[src/rtl/sprite_compositor.sv]
// Raster-scan sprite compositor: walks a cursor over the frame, reads the background
// and sprite memories, and emits prioritised RGB565 pixels over a valid/ready handshake.
module sprite_compositor #(
  parameter int H_RES = 96,
  parameter int V_RES = 64,
  parameter int NSPR  = 4
) (
  input  logic                 clk,
  input  logic                 rst_n,
  input  logic                 start,
  input  logic [NSPR-1:0]      spr_en,
  input  logic [NSPR*10-1:0]   spr_x_flat,
  input  logic [NSPR*10-1:0]   spr_y_flat,
  input  logic [NSPR*2-1:0]    spr_dir_flat,
  output logic [9:0]           bg_x,
  output logic [9:0]           bg_y,
  output logic [NSPR*10-1:0]   spr_rel_x_flat,
  output logic [NSPR*10-1:0]   spr_rel_y_flat,
  output logic [NSPR*2-1:0]    spr_dir_out_flat,
  input  logic [17:0]          bg_data,
  input  logic [NSPR*18-1:0]   spr_data_flat,
  output logic                 pix_valid,
  input  logic                 pix_ready,
  output logic [15:0]          pix_color,
  output logic [9:0]           pix_x,
  output logic [9:0]           pix_y,
  output logic                 pix_last,
  output logic                 busy,
  output logic                 frame_done
);

  typedef enum logic [1:0] {
    S_IDLE,
    S_FETCH,
    S_LOAD,
    S_DRAIN
  } state_t;

  state_t                r_state;
  state_t                w_next;

  logic [9:0]            r_ax;
  logic [9:0]            r_ay;
  logic [NSPR-1:0]       r_en_l;
  logic [NSPR*10-1:0]    r_sx_l;
  logic [NSPR*10-1:0]    r_sy_l;
  logic [NSPR*2-1:0]     r_dir_l;

  logic                  r_pix_valid;
  logic [15:0]           r_pix_color;
  logic [9:0]            r_pix_x;
  logic [9:0]            r_pix_y;
  logic                  r_pix_last;
  logic                  r_frame_done;

  logic                  w_snap;
  logic                  w_load;
  logic                  w_advance;
  logic                  w_done;
  logic                  w_at_end;
  logic                  w_at_eol;
  logic [15:0]           w_color;
  logic [NSPR*10-1:0]    w_rel_x;
  logic [NSPR*10-1:0]    w_rel_y;
  logic                  w_unused;

  assign w_at_eol = (r_ax == 10'(H_RES - 1));
  assign w_at_end = w_at_eol && (r_ay == 10'(V_RES - 1));

  // Disabled sprites are parked at the far corner of their memory, which reads as transparent.
  always_comb begin
    w_rel_x = '1;
    w_rel_y = '1;
    for (int unsigned i = 0; i < NSPR; i++) begin
      if (r_en_l[i]) begin
        w_rel_x[i*10 +: 10] = r_ax - r_sx_l[i*10 +: 10];
        w_rel_y[i*10 +: 10] = r_ay - r_sy_l[i*10 +: 10];
      end
    end
  end

  // Walk from the bottom layer upward so the lowest opaque index ends up on top.
  always_comb begin
    w_color = bg_data[17:2];
    for (int unsigned i = NSPR; i > 0; i--) begin
      if (r_en_l[i-1] && (spr_data_flat[(i-1)*18 +: 2] != 2'b01)) begin
        w_color = spr_data_flat[(i-1)*18 + 2 +: 16];
      end
    end
  end

  always_comb begin
    w_next    = r_state;
    w_snap    = 1'b0;
    w_load    = 1'b0;
    w_advance = 1'b0;
    w_done    = 1'b0;
    case (r_state)
      S_IDLE: begin
        if (start) begin
          w_snap = 1'b1;
          w_next = S_FETCH;
        end
      end
      S_FETCH: begin
        w_next = S_LOAD;
      end
      S_LOAD: begin
        if (!r_pix_valid || pix_ready) begin
          w_load = 1'b1;
          if (w_at_end) begin
            w_next = S_DRAIN;
          end else begin
            w_advance = 1'b1;
            w_next    = S_FETCH;
          end
        end
      end
      S_DRAIN: begin
        if (r_pix_valid && pix_ready) begin
          w_done = 1'b1;
          w_next = S_IDLE;
        end
      end
      default: begin
        w_next = S_IDLE;
      end
    endcase
  end

  always_ff @(posedge clk or negedge rst_n) begin
    if (!rst_n) begin
      r_state <= S_IDLE;
    end else begin
      r_state <= w_next;
    end
  end

  always_ff @(posedge clk or negedge rst_n) begin
    if (!rst_n) begin
      r_ax    <= '0;
      r_ay    <= '0;
      r_en_l  <= '0;
      r_sx_l  <= '0;
      r_sy_l  <= '0;
      r_dir_l <= '0;
    end else if (w_snap) begin
      r_ax    <= '0;
      r_ay    <= '0;
      r_en_l  <= spr_en;
      r_sx_l  <= spr_x_flat;
      r_sy_l  <= spr_y_flat;
      r_dir_l <= spr_dir_flat;
    end else if (w_advance) begin
      if (w_at_eol) begin
        r_ax <= '0;
        r_ay <= r_ay + 10'd1;
      end else begin
        r_ax <= r_ax + 10'd1;
      end
    end
  end

  always_ff @(posedge clk or negedge rst_n) begin
    if (!rst_n) begin
      r_pix_valid  <= 1'b0;
      r_pix_color  <= '0;
      r_pix_x      <= '0;
      r_pix_y      <= '0;
      r_pix_last   <= 1'b0;
      r_frame_done <= 1'b0;
    end else begin
      r_frame_done <= w_done;
      if (w_load) begin
        r_pix_valid <= 1'b1;
        r_pix_color <= w_color;
        r_pix_x     <= r_ax;
        r_pix_y     <= r_ay;
        r_pix_last  <= w_at_end;
      end else if (r_pix_valid && pix_ready) begin
        r_pix_valid <= 1'b0;
      end
    end
  end

  assign w_unused         = &{1'b0, bg_data[1:0]};
  assign bg_x             = r_ax;
  assign bg_y             = r_ay;
  assign spr_rel_x_flat   = w_rel_x;
  assign spr_rel_y_flat   = w_rel_y;
  assign spr_dir_out_flat = r_dir_l;
  assign pix_valid        = r_pix_valid;
  assign pix_color        = r_pix_color;
  assign pix_x            = r_pix_x;
  assign pix_y            = r_pix_y;
  assign pix_last         = r_pix_last;
  assign busy             = (r_state != S_IDLE);
  assign frame_done       = r_frame_done;

endmodule
[config.mk]
export PLATFORM = sky130hd
export DESIGN_NAME = sprite_compositor
export DESIGN_NICKNAME = d
export VERILOG_FILES = /design/src/rtl/sprite_compositor.sv
export SDC_FILE = /design/constraint.sdc
export NUM_CORES = 1
export LEC_CHECK = 0
export CAP_MARGIN = 0
export CELL_PAD_IN_SITES_DETAIL_PLACEMENT = 0
export CELL_PAD_IN_SITES_GLOBAL_PLACEMENT = 1
export CORE_MARGIN = 1
export CORE_UTILIZATION = 37
export DETAILED_ROUTE_END_ITERATION = 8
export MAX_ROUTING_LAYER = met4
export PLACE_DENSITY_LB_ADDON = 0.05
export SETUP_SLACK_MARGIN = 0.15
export SYNTH_ARGS = -nofsm -noshare
export SYNTH_HDL_FRONTEND = slang
export SYNTH_SLANG_ARGS = --single-unit
[constraint.sdc]
create_clock -name clk -period 5.08 [get_ports clk]
set_clock_uncertainty 0.2 [all_clocks]
set_input_delay 0.762 -clock clk [delete_from_list [all_inputs] [get_ports clk]]
set_output_delay 0.762 -clock clk [all_outputs]
set_load 0.005 [all_outputs]
==> run_results.csv <==
group,metric,value,unit
outcome,status,"finished, final reports clean",
yosys,synth_warnings,0,
placed_design,placed_area,14200,sq um
floorplanning,die_area,29000,sq um
pwr,p_sw,3.08,mW
clock_network,ctsResizeCount,0,
finish,nNetsFinal,1879,
clock_network,cts-root-buf,"clkbuf_16",
sta,hold_slack,0.253,ns
pwr,power.density,518,nW/um^2
sta,slew_headroom,19.8,%
critical_path,cp_slowest_stage_delay,0.62,ns
sta,finalCritPeriodShare,86.6,%
pwr,leakage,6.59,nW
critical_path,crit_required,4.12,ns
clock_network,htree_levels,4,
finish,drive_gt1_share,4.19,%
global_routing,grt_pass1_vias,9696,
routing,wire_per_inst,18.4,microns
floorplanning,rows,61,
global_routing,grt_pass1_wl,56100,microns
pwr,p_clk_share,16.4,%
clock_network,numCtsBuffers,17,
yosys,synth_edf_count,0,
yosys,yosysSeqAreaShare,36.5,%
critical_path,path_max_fanout,9,
global_routing,grt_max_degree,115,
pwr,p_total,7.62,mW
clock_network,cts_hold_buf,0,
critical_path,crit_slowest_cell,"dfrtp_1",
yosys,synth.distinct_cells,52,
routing,drt_first_pass_iters,5,
worst_hold_path,hold_class,"in -> async",
critical_path,cp-end-kind,"output pin",
critical_path,worstPathBufferInverterCount,2,
sta,fin_tns_setup,0,ns
routing,routed_wl,36800,microns
critical_path,cp.depth,8,
clock_network,cts_tree,"done",
critical_path,worstPathCellList,"inv_1, fa_1, nor2b_1, o21ai_1, a21boi_1, o21ai_0, mux2_2, clkdlybuf4s50_1",
yosys,avgSynthCellArea,8.02,sq um
sta,max_slew.worst_pin.slew,1.20,ns
yosys,netlist_area,10500,sq um
pwr,ir_drop,0.250,mV
pwr,swShare,40.5,%
critical_path,worst-endpoint-arrival,3.44,ns
placed_design,numPortBuffers,331,
pwr,comb_power_share,57.5,%
finish,seq_area,3830,sq um
sta,period_needed,4.40,ns
flow_run,max_cap_violations,0,
floorplanning,die_h,170,microns
critical_path,r2r_cells,5,
critical_path,cp-start-kind,"register",
global_routing,grt_remaining_overflow,0,
floorplanning,core-area,27900,sq um
clock_network,clkLatencyLatePin,0.43,ns
routing,drtIter0Drc,695,
finish,multi_input_area,6050,sq um
routing,vias,10300,
finish,final_cell_area,14700,sq um
yosys,syn-num-nets,1576,
critical_path,crit_type,"reg -> out",
finish,final_cells,2003,
floorplanning,start_util,37.6,%
sta,setup_violations,0,
sta,hold_violations,0,
yosys,synthFlopType,"dfrtp_1",
routing,vias_per_cell,5.13,
placed_design,post-dp-hpwl,26900,microns
placed_design,placed_cells,1970,
floorplanning,fp.dieW,170,microns
yosys,async_flop_share,100,%
critical_path,cp_top_family,"buffers and inverters",
clock_network,clock-sinks,153,
routing,route.detailed.drc,0,
pwr,intPower,4.54,mW
yosys,ys_ff_latch,153,
global_routing,antenna_found_initial,1,
yosys,syn-instance-count,1308,
sta,max_freq,227,MHz
finish,area_growth,40.4,%
global_routing,grt_usage,26.2,%
clock_network,cts_setup_buffers,0,
clock_network,cts.path.max_buffers,2,
pwr,pwr-share-seq,26.2,%
clock_network,clk_pin_slew,0.07,ns
sta,rsz0062_at_grt,"false",
sta,finalMaxSlewViolations,0,
floorplanning,ios,334,
routing,ant_nets,0,
finish,fill_cells,2694,
placed_design,place_congestion,0.858,
-- layer usage --
metal	track usage [%]	up-vias	part of all wire [%]
li1	-	5124	-
met1	34.7	4812	46
met3	5.26	21	6.4
met2	41.7	320	47
met4	4.82	0	0.85
met5	-	-	0
-- cell usage in the layout, fill, tap and decap left out, types with 9 or more instances in the layout --
cell and n:
mux2i_1 9, xnor2_1 17, nand2_1 299, nand2b_1 35, dfrtp_1 153, nor4_1 9, or4_1 10, o31a_1 16
o21a_1 25, nor3_1 26, nor2_1 50, clkdlybuf4s50_1 330, clkbuf_16 17, mux2_2 11, inv_1 108, nand3_1 15
o21ai_0 144, xor2_1 10, and3_1 13, buf_4 10, o311a_1 16, nor2b_1 22, ha_1 74, a21oi_1 75
o22ai_1 19, a21o_1 10
-- state kept, by name, summed over array words and instances (netlist names), 2 cells and up --
name	cells
r_sy_l	40
r_state	2
pix_color	16
r_sx_l	40
r_en_l	4
bg_x	10
spr_dir_out_flat	8
pix_x	10
pix_y	10
bg_y	10
-- final timing paths --
kind	start	end	slack, ns
min in group clk	pix_y[4]	pix_y[4]	0.28
worst min-delay path	rst_n	r_sx_l[35]	0.25
worst max register to register	bg_x[3]	bg_x[7]	2.16
worst min register to register	pix_y[4]	pix_y[4]	0.28
max in group asynchronous	rst_n	r_sy_l[27]	3.39
worst max-delay path	bg_y[1]	spr_rel_y_flat[28]	0.68
-- logic make-up after synthesis --
family	Yosys count	synth area share, %
flip-flops	153	36.5
AO/OA/AOI/OAI	357	20.8
buffers and inverters	166	6.01
XOR/XNOR	27	2.25
AND/OR/NAND/NOR	503	22.0
multiplexers	20	2.04
adder cells (fa/ha/maj)	82	10.4
-- final cells by class --
class                      instances  share of cell area [%]
sequential                       153                    26.0
multi-input combinational        989                    41.1
timing repair buffer             342                    23.2
tap                              378                    3.21
clock buffer                      23                    3.18
inverter                         108                    2.75
clock inverter                     9                   0.620
antenna                            1                  0.0170
-- Yosys cell counts, types with 3 or more instances --
master     number  share of area (%)
xnor2_1        17                1.4
o22ai_1        19                1.1
a21boi_1        3               0.21
o21ai_1         5               0.24
xor2_1         10               0.84
inv_1         108                3.9
nand2b_1       35                2.1
o311a_1        16                1.5
mux2_2         11                1.2
or4_1          10               0.72
nand4_1         5               0.30
nor3_1         26                1.2
a31o_2          6               0.50
a21oi_1        76                3.6
nor2b_1        23                1.4
o211ai_1        7               0.50
o32ai_1         5               0.42
buf_1           4               0.14
mux2i_1         9               0.86
ha_1           74                8.8
a211oi_1        4               0.29
o21ai_0       144                6.9
nand2_1       299                 11
and3_1         13               0.78
nor4_1          9               0.54
dfrtp_1       153                 37
and2_1          6               0.36
clkbuf_1       53                1.9
a21o_1         10               0.72
nand3_1        15               0.72
a31oi_1         4               0.24
o31a_1         16                1.3
o21a_1         25                1.8
fa_1            8                1.5
nor2_1         51                1.8
o2111ai_1       8               0.67
-- power by group through the flow --
stage | sequential [mW] | combinational, mW | clock (mW)
after floorplan | 1.88 | 2.59 | 0
after global placement | 2.01 | 4.32 | 0
after detailed placement | 2.02 | 4.37 | 0
after CTS | 2.00 | 4.40 | 1.28
after global routing | 2.06 | 4.89 | 1.32
final | 2.00 | 4.38 | 1.25
-- worst register-to-register path, cell delays in order (launching register included) --
cell     delay [ns]
dfrtp_1        0.79
nand3_1        0.39
or4b_4         0.64
o21ai_1        0.41
nand2_1        0.15
a22o_1         0.22
-- through the flow --
stage | utilization (%) | setup WS [ns]
3_3_place_gp | 50.8 | 1.18
5_1_grt | 52.9 | 0.472
4_1_cts | 52.9 | 0.672
2_1_floorplan | - | 2.14
3_5_place_dp | 50.8 | 1.14
6_report | 52.9 | 0.679
Note: power is estimated with default switching activity, not from simulation.
